==> src/rtl/io_bus_pkg.sv <==
// ---------------------------------------------------------------------------
// io_bus_pkg
// Shared types and constants for the IO bus arbiter slice.
//   bus_state_e : arbiter sequencer states (IDLE, ACCESS, DONE)
//   PORT_CPU    : port index of the CPU data port
//   PORT_AUX    : port index of the secondary master (loader / debug)
//   ADR_W       : bus word-address width (address bits [15:2])
//   DATA_W      : bus data width
//   WCNT_W      : width of the wait-state counter (covers 1..15 cycles)
//   bus_cmd_t   : latched bus command (write enable, address, write data)
//   wait_load() : counter preload for a given number of access cycles
// ---------------------------------------------------------------------------
package io_bus_pkg;

    typedef enum logic [1:0] {
        IDLE   = 2'd0,
        ACCESS = 2'd1,
        DONE   = 2'd2
    } bus_state_e;

    localparam logic PORT_CPU = 1'b0;
    localparam logic PORT_AUX = 1'b1;

    localparam int unsigned ADR_W  = 14;
    localparam int unsigned DATA_W = 32;
    localparam int unsigned WCNT_W = 4;

    typedef struct packed {
        logic              we;
        logic [ADR_W-1:0]  adr;
        logic [DATA_W-1:0] wdata;
    } bus_cmd_t;

    // The counter runs from cycles-1 down to 0, so it is loaded one short.
    function automatic logic [WCNT_W-1:0] wait_load(input int unsigned cycles);
        return WCNT_W'(cycles - 1);
    endfunction

endpackage

==> src/rtl/rr_arbiter2.sv <==
// ---------------------------------------------------------------------------
// rr_arbiter2
// Two-requester round-robin arbiter, purely combinational.
//   req    in  2  request vector, bit i = port i
//   last   in  1  index of the port served most recently
//   grant  out 2  one-hot grant, all zero when nothing is requested
//   winner out 1  index of the granted port (PORT_CPU when idle)
// ---------------------------------------------------------------------------
module rr_arbiter2
    import io_bus_pkg::*;
(
    input  logic [1:0] req,
    input  logic       last,
    output logic [1:0] grant,
    output logic       winner
);

    always_comb begin
        winner = PORT_CPU;
        case (req)
            2'b01:   winner = PORT_CPU;
            2'b10:   winner = PORT_AUX;
            // Contention: the port that was not served last goes next.
            2'b11:   winner = ~last;
            default: winner = PORT_CPU;
        endcase
    end

    always_comb begin
        grant = '0;
        if (req != 2'b00) begin
            grant = (winner == PORT_AUX) ? 2'b10 : 2'b01;
        end
    end

endmodule

==> src/rtl/io_bus_arbiter.sv <==
// ---------------------------------------------------------------------------
// io_bus_arbiter
// Shares the memory-mapped IO bus between the CPU data port (port 0) and a
// secondary master (port 1). Round-robin on contention, fixed number of bus
// access cycles per transaction, registered outputs throughout.
//   WAIT_CYCLES        param  bus access cycles per transaction (1..15)
//   clk                in   1  clock, rising edge
//   rst                in   1  asynchronous active-low reset
//   req0/req1          in   1  port request, held until that port's ack
//   we0/we1            in   1  port write enable (0 = read)
//   adr0/adr1          in  14  port word address
//   wdata0/wdata1      in  32  port write data
//   gnt0/gnt1          out  1  port owns the bus, first ACCESS cycle to DONE
//   ack0/ack1          out  1  one-cycle completion pulse in DONE
//   rdata              out 32  read data captured on the last ACCESS cycle
//   busy               out  1  sequencer not idle
//   bus_we             out  1  write strobe, first ACCESS cycle of a write
//   bus_adr            out 14  bus word address
//   bus_wdata          out 32  bus write data
//   bus_rdata          in  32  bus read data
// ---------------------------------------------------------------------------
module io_bus_arbiter
    import io_bus_pkg::*;
#(
    parameter int unsigned WAIT_CYCLES = 1
) (
    input  logic              clk,
    input  logic              rst,
    input  logic              req0,
    input  logic              req1,
    input  logic              we0,
    input  logic              we1,
    input  logic [ADR_W-1:0]  adr0,
    input  logic [ADR_W-1:0]  adr1,
    input  logic [DATA_W-1:0] wdata0,
    input  logic [DATA_W-1:0] wdata1,
    output logic              gnt0,
    output logic              gnt1,
    output logic              ack0,
    output logic              ack1,
    output logic [DATA_W-1:0] rdata,
    output logic              busy,
    output logic              bus_we,
    output logic [ADR_W-1:0]  bus_adr,
    output logic [DATA_W-1:0] bus_wdata,
    input  logic [DATA_W-1:0] bus_rdata
);

    bus_state_e        state_q,    state_d;
    logic [WCNT_W-1:0] wait_cnt_q, wait_cnt_d;
    logic              last_q,     last_d;
    bus_cmd_t          cmd_q,      cmd_d;
    logic              bus_we_q,   bus_we_d;
    logic [DATA_W-1:0] rdata_q,    rdata_d;
    logic [1:0]        gnt_q,      gnt_d;
    logic [1:0]        ack_q,      ack_d;
    logic              busy_q,     busy_d;

    logic [1:0]        arb_grant;
    logic              arb_winner;
    bus_cmd_t          win_cmd;

    rr_arbiter2 u_rr_arbiter2 (
        .req    ({req1, req0}),
        .last   (last_q),
        .grant  (arb_grant),
        .winner (arb_winner)
    );

    always_comb begin
        if (arb_winner == PORT_AUX) begin
            win_cmd = '{we: we1, adr: adr1, wdata: wdata1};
        end else begin
            win_cmd = '{we: we0, adr: adr0, wdata: wdata0};
        end
    end

    // Outputs are computed one state ahead so every output is a flop.
    always_comb begin
        state_d    = state_q;
        wait_cnt_d = wait_cnt_q;
        last_d     = last_q;
        cmd_d      = cmd_q;
        rdata_d    = rdata_q;
        gnt_d      = gnt_q;
        busy_d     = busy_q;
        bus_we_d   = 1'b0;
        ack_d      = '0;

        case (state_q)
            IDLE: begin
                if (req0 || req1) begin
                    state_d    = ACCESS;
                    cmd_d      = win_cmd;
                    wait_cnt_d = wait_load(WAIT_CYCLES);
                    last_d     = arb_winner;
                    gnt_d      = arb_grant;
                    busy_d     = 1'b1;
                    // Strobe only for the first ACCESS cycle.
                    bus_we_d   = win_cmd.we;
                end
            end

            ACCESS: begin
                if (wait_cnt_q == '0) begin
                    if (!cmd_q.we) begin
                        rdata_d = bus_rdata;
                    end
                    state_d = DONE;
                    ack_d   = gnt_q;
                end else begin
                    wait_cnt_d = wait_cnt_q - 1'b1;
                end
            end

            DONE: begin
                state_d = IDLE;
                gnt_d   = '0;
                busy_d  = 1'b0;
            end

            default: begin
                state_d = IDLE;
                gnt_d   = '0;
                busy_d  = 1'b0;
            end
        endcase
    end

    always_ff @(posedge clk or negedge rst) begin
        if (!rst) begin
            state_q    <= IDLE;
            wait_cnt_q <= '0;
            last_q     <= PORT_AUX;
            cmd_q      <= '0;
            bus_we_q   <= 1'b0;
            rdata_q    <= '0;
            gnt_q      <= '0;
            ack_q      <= '0;
            busy_q     <= 1'b0;
        end else begin
            state_q    <= state_d;
            wait_cnt_q <= wait_cnt_d;
            last_q     <= last_d;
            cmd_q      <= cmd_d;
            bus_we_q   <= bus_we_d;
            rdata_q    <= rdata_d;
            gnt_q      <= gnt_d;
            ack_q      <= ack_d;
            busy_q     <= busy_d;
        end
    end

    assign gnt0      = gnt_q[PORT_CPU];
    assign gnt1      = gnt_q[PORT_AUX];
    assign ack0      = ack_q[PORT_CPU];
    assign ack1      = ack_q[PORT_AUX];
    assign rdata     = rdata_q;
    assign busy      = busy_q;
    assign bus_we    = bus_we_q;
    assign bus_adr   = cmd_q.adr;
    assign bus_wdata = cmd_q.wdata;

endmodule
==> config.mk <==
export PLATFORM = sky130hd
export DESIGN_NAME = io_bus_arbiter
export DESIGN_NICKNAME = d
export VERILOG_FILES = /design/src/rtl/io_bus_pkg.sv /design/src/rtl/rr_arbiter2.sv /design/src/rtl/io_bus_arbiter.sv
export SDC_FILE = /design/constraint.sdc
export NUM_CORES = 1
export LEC_CHECK = 0
export BUFFER_PORTS_ARGS = -buffer_cell sky130_fd_sc_hd__buf_2
export CORE_ASPECT_RATIO = 0.75
export CORE_MARGIN = 4
export CORE_UTILIZATION = 47
export DETAILED_ROUTE_END_ITERATION = 6
export PLACE_DENSITY = 0.81
export REMOVE_ABC_BUFFERS = 1
export SETUP_SLACK_MARGIN = 0.3
export SLEW_MARGIN = 15
export SYNTH_ARGS = -nofsm -noshare
export SYNTH_HDL_FRONTEND = slang
export SYNTH_HIERARCHICAL = 1
export SYNTH_SLANG_ARGS = --single-unit
==> constraint.sdc <==
create_clock -name clk -period 2.2 [get_ports clk]
set_input_delay 0.22 -clock clk [delete_from_list [all_inputs] [get_ports clk]]
set_output_delay 0.22 -clock clk [all_outputs]
set_load 0.1 [all_outputs]
# Word level (Yosys, flattened, before mapping)
# Cells that the tools add are included.
[word_totals]
reg_bits = 92
latchBits = 0
mem_bits_rw = 0
romBits = 0
input_bits = 130
out_inout_bits = 84
elab_cells = 49
memories = 0
[op_classes]
add_sub_neg = 1
mul = 0
div_mod_pow = 0
magnitude_cmp = 0
n_eq_ne = 6
shift = 0
muxes = 18
bitwise = 3
reduce_logical = 10
[ops]
columns = ["op", "count"]
rows = [
  ["$mux 47", 1],
  ["$mux 2", 7],
  ["$mux 4", 2],
  ["$pmux 2 s2", 2],
  ["$pmux 4 s2", 1],
  ["$ne 2x2->1 const B", 3],
  ["$reduce_and 2->1", 3],
  ["$reduce_and 3->1", 2],
  ["$eq 2x2->1 const B", 2],
  ["$logic_not 4->1", 1],
  ["$pmux 1 s2", 2],
  ["$reduce_bool 2->1", 2],
  ["$sub 4x1->4 const B", 1],
  ["$mux 1", 3],
  ["$not 1->1", 3],
  ["$eq 2x1->1 const B", 1],
  ["$logic_not 2->1", 1],
  ["$logic_or 1x1->1", 1],
]

# Depth between registers and ports, before layout
# Gate-level depths: netlist of the first run.
[depth]
word_depth = 6
mapped_depth = 7
mapped_depth_nobuf = 5

# By module
# Netlist of the first run, hierarchy kept.
[by_module_without_submodules]
columns = ["module", "instances", "cells_each", "area_each_um2"]
rows = [
  ["io_bus_arbiter", 1, 370, 4475.5],
  ["rr_arbiter2", 1, 4, 26.3],
]

# Worst setup path after synthesis of the first run
# OpenSTA, ideal clock, no wires.
[synth_timing]
path_type = "register to register"
from = "register wait_cnt_q[0]"
to = "register rdata_q[10] (netlist: rdata[10])"
setup_ns = 0.125
arrival_ns = 1.773
required_time_ns = 2.075
slack_ns = 0.301
path_stages_with_launch = 8
path_buffers = 2
synth_period_minus_slack_ns = 1.899
cell_sequence = "dfrtp_1 inv_1 ha_1 nor3b_4 or3b_1 buf_6 buf_12 mux2_4"
[synth_via]
elab_chain_cells = 2
[synth_lines]
columns = ["item", "line", "source"]
rows = [
  ["start: declaration", "io_bus_arbiter.sv:50", "logic [WCNT_W-1:0] wait_cnt_q, wait_cnt_d;"],
  ["start signal: assignment", "io_bus_arbiter.sv:143", "wait_cnt_q <= wait_cnt_d;"],
  ["$logic_not 4->1", "io_bus_arbiter.sv:105", "if (wait_cnt_q == '0) begin"],
  ["$reduce_and 3->1 (no line)", "-", ""],
  ["end signal: assignment", "io_bus_arbiter.sv:147", "rdata_q <= rdata_d;"],
  ["end: declaration", "io_bus_arbiter.sv:54", "logic [DATA_W-1:0] rdata_q, rdata_d;"],
]
# Every way passes these cells.
# A chain may end at the register's enable or synchronous reset.

# Worst setup path after layout of the first run
[layout_timing]
from = "register wait_cnt_q[1]"
to = "register rdata_q[25] (netlist: rdata[25])"
# Same word-level chain as after synthesis.

==> summary.txt, run 1 <==
Status
  • Run status: completed

Layout
  • Post-layout instance area: 5820 um2
  • Final net count: 676
  • Area growth from synthesis to layout: 29.2%
  • Share of post-route cells with drive strength above 1: 0.530
  • N_diodes: 0

Synthesis
  • Yosys top cell by area: dfrtp_1
  • Post-synth top cells: dfrtp_1 (91), mux2i_1 (51), o21ai_0 (47)
  • Synth cell types: 33
  • Seq/Total Area, Yosys: 0.512
  • Syn Area/Cell: 12.0 um2
  • Yosys top cell area share: 0.506
  • EDFF count, synth: 0
  • Synth Cell Area: 4500 um2
  • Count leader, synth: dfrtp_1
  • #FFs+latches synth: 92
  • Yosys warning count: 6
  • Post-synthesis async set-or-reset flop share: 1.00
  • Mapped Cells: 374
  • Top cells by area, synth: dfrtp_1 (51%), mux2i_1 (11%), mux2_4 (10%)
  • Main synth FF type: dfrtp_1

CTS
  • CTS buffer count: 9
  • H-tree levels: 3
  • Skew-Pair Late Insertion Delay: 0.34 ns
  • CTS clk-pin slew, worst paths: 0.07 ns
  • CTS Sinks: 92
  • CTS root buf: clkbuf_16
  • CTS tree: yes
  • Max Buffers Root-to-Sink: 2

Global routing
  • Pin count of the biggest net entering global routing: 54
  • First-pass GRT wire length: 18100 um
  • GRT Util Overall: 0.203
  • Number of global-route vias before repair: 3647
  • Grt total ovfl: 0
  • Antenna violations before repair: 0

Detailed routing
  • Uppermost layer routed: met4
  • M1 WL: 4490 um
  • Initial drt markers: 105
  • Metal3 WL: 818 um
  • Vias: 3406
  • DR pass1 iterations: 4
  • DR WL met2: 5880 um
  • Vias per cell: 5.03
  • Routed wire per std cell: 16.8 um
  • Post-route ant nets: 0
  • Routed Wire Length: 11300 um
  • DRC: 0

Timing
  • Worst Tran Pin Value: 0.784 ns
  • Clk_skew: 0.0104 ns
  • Relative slew margins: 0.477
  • Max Slew Vio Count: 0
  • Final setup viols: 0
  • Period utilisation layout: 0.898
  • FMAX: 0.506 GHz
  • RSZ-0062 raised after global routing: true
  • Worst Setup Slack, final: 0.225 ns
  • Final Hold Viols: 0
  • Minimum clock period after layout: 1.97 ns

Die
  • FP Rows: 30
  • Starting Density: 0.490
  • Io pins: 214
  • Die width: 121 um
  • Die Y: 92.8 um
  • Die area: 11200 um2
  • Core Box Area: 9200 um2

Worst setup path
  • Critical Path Max Stage Delay: 0.45 ns
  • Launch point of the worst path: wait_cnt_q[1]
  • CP Cell Sequence: inv_2 > ha_4 > nor3b_4 > or3b_4 > bufbuf_16 > mux2_4
  • Worst R2R Start: wait_cnt_q[1]
  • Worst setup EP type: flop
  • Slowest cell on the critical path: or3b_4
  • WS Path Type: reg -> reg
  • Req. time, crit path: 2.42 ns
  • Crit start category: flop
  • Crit Path Max Fanout: 8
  • Worst endpoint data arrival time: 2.20 ns

Place
  • RePlAce Congestion: 0.796
  • Hpwl dp: 8070 um
  • Pre-CTS WS: 0.0913 ns
  • Number of I/O port buffers: 213
  • Placed inst area: 5330 um2

Worst hold path
  • Hold WC Path Type: in -> reg
  • Worst Hold Launch: bus_rdata[4]

Run
  • Max cap viols: 0
kinds of logic after synthesis:
group,after synthesis,synth area share
AND/OR/NAND/NOR,17,0.0270
buffers and inverters,77,0.117
multiplexers,84,0.221
flip-flops,92,0.512
adder cells (fa/ha/maj),2,0.00556
AO/OA/AOI/OAI,102,0.118
path summary, 6_finish.rpt:
kind | to | slack (ns) | cells after the start
min in group asynchronous | rdata[6] | 0.40 | 2
max | rdata[25] | 0.23 | 6
max reg2reg | rdata[25] | 0.23 | 6
min reg2reg | ack_q[0] | 0.50 | 1
max in group asynchronous | last_q | 1.10 | 3
min | rdata[4] | 0.11 | 2
state kept, by name (all words and copies together), names as in the netlist:
register / cells
bus_we: 1
rdata: 32
last_q: 1
bus_wdata: 32
wait_cnt_q: 4
gnt_q: 2
ack_q: 2
busy: 1
cmd_q: 1
state_q: 2
bus_adr: 14
critical path: cells and delay by family, from the launching register on:
kind / cells / cell delay (ns)
multiplexers: 1 / 0.30
buffers and inverters: 2 / 0.39
adder cells (fa/ha/maj): 1 / 0.14
AND/OR/NAND/NOR: 2 / 0.64
flip-flops: 1 / 0.40
through the flow:
stage / instances / setup TNS [ns] / util / hold slack (ns)
2_1_floorplan: 301 / -206.34 / - / -0.0756
3_3_place_gp: 649 / 0 / 0.580 / 0.228
3_5_place_dp: 649 / 0 / 0.580 / 0.237
4_1_cts: 677 / 0 / 0.632 / 0.0934
5_1_grt: 677 / 0 / 0.633 / 0.0940
6_report: 677 / 0 / 0.633 / 0.110
per-layer routing:
layer	global-route usage	vias to the layer above
li1	-	1603
met1	0.243	1644
met2	0.366	141
met3	0.0525	18
met4	0.0509	0
met5	0	-
cells in the final DEF, fill, tap and decap left out, types with 3 or more instances in the layout:
cell type / n
clkbuf_16: 9
dfrtp_1: 91
buf_12: 3
o21ai_1: 46
inv_8: 3
o21ai_0: 47
clkinv_4: 4
buf_4: 10
mux2i_1: 51
buf_2: 212
mux2_4: 32
or2_2: 3
buf_6: 3
nor3_1: 3
repair_timing:
item | CTS | global route
endpoints found under the hold margin | 41 | 0
gates cloned | 3 | 0
buffers inserted | 8 | 0
pin swaps | 1 | 0
hold buffers | 1 | 0
gates resized for setup | 11 | 1
endpoints found under the setup margin | 32 | 32
area by class of cell:
type                       instances  area [um2]
clock buffer                       9         225
clock inverter                     7        68.8
fill                             749        3380
inverter                           4        15.0
multi-input combinational        205        1720
sequential                        92        2300
tap                              128         160
timing repair buffer             232        1330
Power of run 1 is left out: the tool's default activity adds up to more than one toggle a clock period on the data nets, which glitch-free logic cannot reach.
==> inputs of run 2 (changes only) <==
CORE_MARGIN = unset   (was 4)
RECOVER_POWER = 25   (was unset)
==> run 2 against run 1 <==
  * Sequential cell count did not move
  * Fmax is 0.54% higher
  * Worst hold slack improved by 0.0013 ns
  * Largest cell class unchanged
  * Highest routed layer unchanged
==> summary.txt, run 2 (synthesized netlist as in run 1, its figures left out) <==
Status
  • Run status: completed

Global routing
  • GRT Util Overall: 0.217 (+0.0135)
  • GRT met3 Usage: 0.0385 (-0.0140)
  • Pin count of the biggest net entering global routing: 53 (-1.9%)
  • Number of global-route vias before repair: 3372 (-7.5%)
  • Met2 Use GR: 0.365 (-0.000964)
  • Antenna violations before repair: 0 (unchanged)
  • Grt total ovfl: 0 (unchanged)
  • M1 GR Usage: 0.289 (+0.0462)
  • First-pass GRT wire length: 16700 um (-8.0%)
  • Top Usage Layer GRT: met2

CTS
  • CTS clk-pin slew, worst paths: 0.07 ns (about the same)
  • Skew-Pair Late Insertion Delay: 0.33 ns (about the same)
  • H-tree levels: 3 (unchanged)
  • CTS buffer count: 9 (unchanged)
  • Max Buffers Root-to-Sink: 2 (unchanged)
  • CTS tree: yes
  • CTS Sinks: 92 (unchanged)
  • CTS root buf: clkbuf_16

Detailed routing
  • Routed wire per std cell: 15.8 um (-5.9%)
  • Vias per cell: 4.99 (-0.82%)
  • DRC: 0 (unchanged)
  • DR pass1 iterations: 4 (unchanged)
  • Routed Wire Length: 10700 um (-5.3%)
  • Post-route ant nets: 0 (unchanged)
  • Initial drt markers: 172 (+64%)
  • Vias: 3398 (-0.23%)

Worst setup path
  • CP Cell Sequence: inv_2 > ha_4 > nor3b_4 > or3b_4 > buf_12 > buf_16 > mux2_4
  • R2r setup slk: 0.24 ns (about the same)
  • Crit start category: flop
  • Worst R2R End: rdata[21]
  • WS Path Type: reg -> reg
  • Req. time, crit path: 2.42 ns (about the same)
  • Critical Path Max Stage Delay: 0.44 ns (about the same)
  • Slowest cell on the critical path: or3b_4
  • Worst setup EP type: flop
  • Crit path to: rdata[21]
  • Launch point of the worst path: wait_cnt_q[0]
  • Crit Path Max Fanout: 8 (unchanged)
  • Worst R2R Start: wait_cnt_q[0]
  • Reg2Reg Depth: 7 (+1)
  • Worst endpoint data arrival time: 2.18 ns (-0.02 ns)

Die
  • Die area: 9980 um2 (-11%)
  • Io pins: 214 (unchanged)
  • Die width: 115 um (-5.0%)
  • Starting Density: 0.492 (+0.00201)
  • FP Rows: 30 (unchanged)
  • Core Box Area: 9160 um2 (-0.41%)
  • Die Y: 86.8 um (-6.5%)

Layout
  • Footprint of the multi-input gates: 1720 um2 (unchanged)
  • Most frequent cells in the layout: buf_2 (212), dfrtp_1 (91), mux2i_1 (51), o21ai_0 (47), o21ai_1 (46)
  • N_diodes: 0 (unchanged)
  • Most common cell after layout, fill and taps aside: buf_2
  • Share of post-route cells with drive strength above 1: 0.533 (+0.00340)
  • Fillers: 761 (+1.6%)
  • Final net count: 680 (+0.59%)
  • Reg area: 2300 um2 (unchanged)
  • Area growth from synthesis to layout: 30.2%

Run
  • Max cap viols: 0 (unchanged)

Place
  • Pre-CTS WS: 0.0785 ns (-0.0128 ns)
  • Number of I/O port buffers: 213 (unchanged)
  • Hpwl dp: 7260 um (-10%)
  • RePlAce Congestion: 0.825 (+3.6%)

Timing
  • Minimum clock period after layout: 1.96 ns (-0.0107 ns)
  • Worst Tran Pin Value: 1.32 ns (+0.537 ns)
  • Period utilisation layout: 0.893 (-0.00485)
  • Final Hold Viols: 0 (unchanged)
  • FMAX: 0.509 GHz (+0.54%)
  • Final setup viols: 0 (unchanged)
  • Max Slew Vio Count: 0 (unchanged)
  • RSZ-0062 raised after global routing: true
  • Worst Setup Slack, final: 0.236 ns (+0.0107 ns)
  • Clk_skew: 0.00639 ns (-0.00396 ns)
  • Relative slew margins: 0.119 (-0.358)

Worst hold path
  • Hold WC Path Type: in -> reg
## run 2: cell types whose count changed in the layout (fill, tap and decap cells not counted), sizes merged
cell,previous run,this run
buf,230,233
clkbuf,9,10
clkinvlp,0,1
inv,7,5
bufinv,0,1
## run 2: worst min path at each step
stage	start	end	cells after the start
after floorplan	rst	ack_q[0]	0
after global placement	rst	rdata[2]	1
after detailed placement	rst	rdata[28]	1
after CTS	bus_rdata[14]	rdata[14]	2
after global routing	bus_rdata[8]	rdata[8]	2
final	bus_rdata[14]	rdata[14]	2
## run 2: cell type report
cell class / count / area share
clock inverters: 7 / 0.0113
inverters: 4 / 0.00256
repair buffers: 236 / 0.234
well taps: 128 / 0.0273
multi-input cells: 205 / 0.293
flip-flops and latches: 92 / 0.393
clock buffers: 9 / 0.0384
## run 2: timing repair
action | CTS | global route
gates cloned | 3 | 0
endpoints found under the hold margin | 50 | 0
resized for setup | 10 | 0
setup endpoints to repair | 32 | 32
pin swaps | 1 | 1
hold buffers | 1 | 0
buffers inserted | 8 | 1
## run 2: stage by stage
| stage | cells | instance area [um2] | hold slack (ns) | util | TNS, ns |
|---|---|---|---|---|---|
| 2_1_floorplan | 301 | 3990 | -0.0756 | - | -206.34 |
| 3_3_place_gp | 652 | 5370 | 0.286 | 0.586 | 0 |
| 3_5_place_dp | 652 | 5370 | 0.299 | 0.586 | 0 |
| 4_1_cts | 680 | 5860 | 0.101 | 0.639 | 0 |
| 5_1_grt | 681 | 5860 | 0.0994 | 0.640 | 0 |
| 6_report | 681 | 5860 | 0.112 | 0.640 | 0 |
## run 2: worst max-delay path: cells and delay by family (launching register included)
family                     cells  cell delay [ns]
buffers and inverters          3             0.38
muxes                          1             0.30
DFF                            1             0.39
and+or+nand+nor                2             0.63
adders and majority gates      1             0.13
## run 2: per-layer routing
metal	wire length, um	vias up
met5	0	-
met4	138	0
met3	505	14
met2	5400	129
met1	4700	1645
li1	-	1610
Power of run 2 is left out for the same reason.
==> inputs of run 3 (changes only) <==
CORE_UTILIZATION = 42   (was 47)
PLACE_DENSITY = 0.74   (was 0.81)
==> run 3 against run 2 <==
  * Final cell count increased by 0.73%
  * Global-route usage fell by 1.6 points
  * Critical path depth decreased by 1
  * Fmax up 1.4%
  * Via count up 0.71%
  * Worst hold slack got worse by 0.0054 ns
  * Highest routed layer unchanged
==> summary.txt, run 3 (synthesized netlist as in run 1, its figures left out) <==
Status
  • Run status: completed

Layout
  • Share of post-route cells with drive strength above 1: 0.525 (-0.00800)
  • N_diodes: 0 (unchanged)
  • Final Util: 0.563 (-0.0767)
  • Post-layout instance area: 5840 um2 (-0.34%)
  • Most frequent cells in the layout: buf_2 (212), dfrtp_1 (91), mux2i_1 (51), o21ai_0 (47), o21ai_1 (46)
  • Final net count: 677 (-0.44%)
  • Most common cell after layout, fill and taps aside: buf_2
  • Area growth from synthesis to layout: 29.7%

Die
  • Die Y: 91.7 um (+5.7%)
  • Io pins: 214 (unchanged)
  • Die area: 11100 um2 (+12%)
  • Core Box Area: 10400 um2 (+13%)
  • Die width: 122 um (+5.7%)
  • Starting Density: 0.434 (-0.0574)
  • FP Rows: 32 (+6.7%)

CTS
  • CTS tree: yes
  • CTS buffer count: 9 (unchanged)
  • Max Buffers Root-to-Sink: 2 (unchanged)
  • CTS root buf: clkbuf_16
  • Skew-Pair Late Insertion Delay: 0.33 ns (about the same)
  • CTS Sinks: 92 (unchanged)
  • CTS clk-pin slew, worst paths: 0.07 ns (about the same)
  • H-tree levels: 3 (unchanged)

Timing
  • Period utilisation layout: 0.880 (-0.0126)
  • FMAX: 0.516 GHz (+1.4%)
  • Max Slew Vio Count: 0 (unchanged)
  • Worst Tran Pin Value: 1.12 ns (-0.201 ns)
  • Final setup viols: 0 (unchanged)
  • Minimum clock period after layout: 1.94 ns (-0.0277 ns)
  • Accumulated negative setup slack: 0 ns (unchanged)
  • Relative slew margins: 0.253 (+0.134)
  • RSZ-0062 raised after global routing: true
  • Worst Setup Slack, final: 0.264 ns (+0.0277 ns)
  • Final Hold Viols: 0 (unchanged)
  • Clk_skew: 0.00600 ns (-0.000394 ns)

Worst setup path
  • Slowest cell on the critical path: or3b_4
  • CP Cell Sequence: inv_2 > ha_4 > nor3b_4 > or3b_4 > clkbuf_16 > mux2_4
  • Critical Path Stages: 6 (-1)
  • WS Path Type: reg -> reg
  • Worst setup EP type: flop
  • Req. time, crit path: 2.42 ns (about the same)
  • Worst endpoint data arrival time: 2.16 ns (-0.02 ns)
  • Worst Path Buf+Inv: 2 (-1)
  • Crit Path Max Fanout: 8 (unchanged)
  • R2r setup slk: 0.26 ns (+0.03 ns)
  • Critical Path Max Stage Delay: 0.50 ns (+0.06 ns)
  • Critical path's top delay family: simple AND/OR/NAND/NOR gates
  • Reg2Reg Depth: 6 (-1)
  • Crit start category: flop

Place
  • Placed inst area: 5350 um2 (-0.33%)
  • RePlAce Congestion: 0.770 (-6.6%)
  • Pre-CTS WS: 0.0892 ns (+0.0107 ns)
  • Hpwl dp: 7480 um (+3.0%)
  • Number of I/O port buffers: 213 (unchanged)

Detailed routing
  • Vias per cell: 4.99 (about the same)
  • DRC: 0 (unchanged)
  • Initial drt markers: 178 (+3.5%)
  • Uppermost layer routed: met4
  • Vias: 3422 (+0.71%)
  • Post-route ant nets: 0 (unchanged)
  • DR WL met2: 5590 um (+3.5%)
  • Routed wire per std cell: 16.1 um (+2.2%)
  • M1 WL: 4820 um (+2.5%)
  • DR pass1 iterations: 4 (unchanged)
  • Metal3 WL: 506 um (+0.20%)
  • Routed Wire Length: 11100 um (+3.0%)

Worst hold path
  • WHS Path Cells: 2 (unchanged)
  • Hold WC Path Type: in -> reg

Global routing
  • Antenna violations before repair: 0 (unchanged)
  • Pin count of the biggest net entering global routing: 55 (+3.8%)
  • Grt total ovfl: 0 (unchanged)
  • Number of global-route vias before repair: 3425 (+1.6%)
  • GRT Util Overall: 0.201 (-0.0160)
  • First-pass GRT wire length: 17300 um (+3.7%)

Run
  • Max cap viols: 0 (unchanged)
==> run 3: layout make-up <==
type,count,area [um2]
fillers,909,4530
flip-flops and latches,92,2300
multi-input cells,205,1710
repair buffers,233,1320
clock buffers,9,225
well taps,136,170
clock inverters,7,96.3
inverters,4,15.0
==> run 3: routing by layer <==
metal  track usage  up-vias
met2         0.336      109
met4        0.0628        0
met5             0        -
li1              -     1601
met1         0.257     1696
met3        0.0466       16
==> run 3: worst paths after layout <==
kind | from | endpoint
max in group asynchronous | rst | bus_wdata[3]
worst min register to register | rdata[10] | rdata[10]
worst max-delay path | wait_cnt_q[1] | rdata[3]
worst min-delay path | bus_rdata[31] | rdata[31]
worst max register to register | wait_cnt_q[1] | rdata[3]
min in group asynchronous | rst | ack_q[1]
==> run 3: timing repair <==
item                       4_1_cts  5_1_grt
pin swaps                        1        1
gates resized for setup          8        1
buffers inserted                 3        5
hold buffers                     1        0
gates cloned                     2        1
hold endpoints to repair        17        0
setup endpoints to repair       70       70
==> run 3: per-stage QoR <==
stage / hold WS, ns / std cells
2_1_floorplan: -0.0756 / 301
3_3_place_gp: 0.116 / 658
3_5_place_dp: 0.121 / 658
4_1_cts: 0.0823 / 680
5_1_grt: 0.0855 / 686
6_report: 0.106 / 686
Power of run 3 is left out for the same reason.
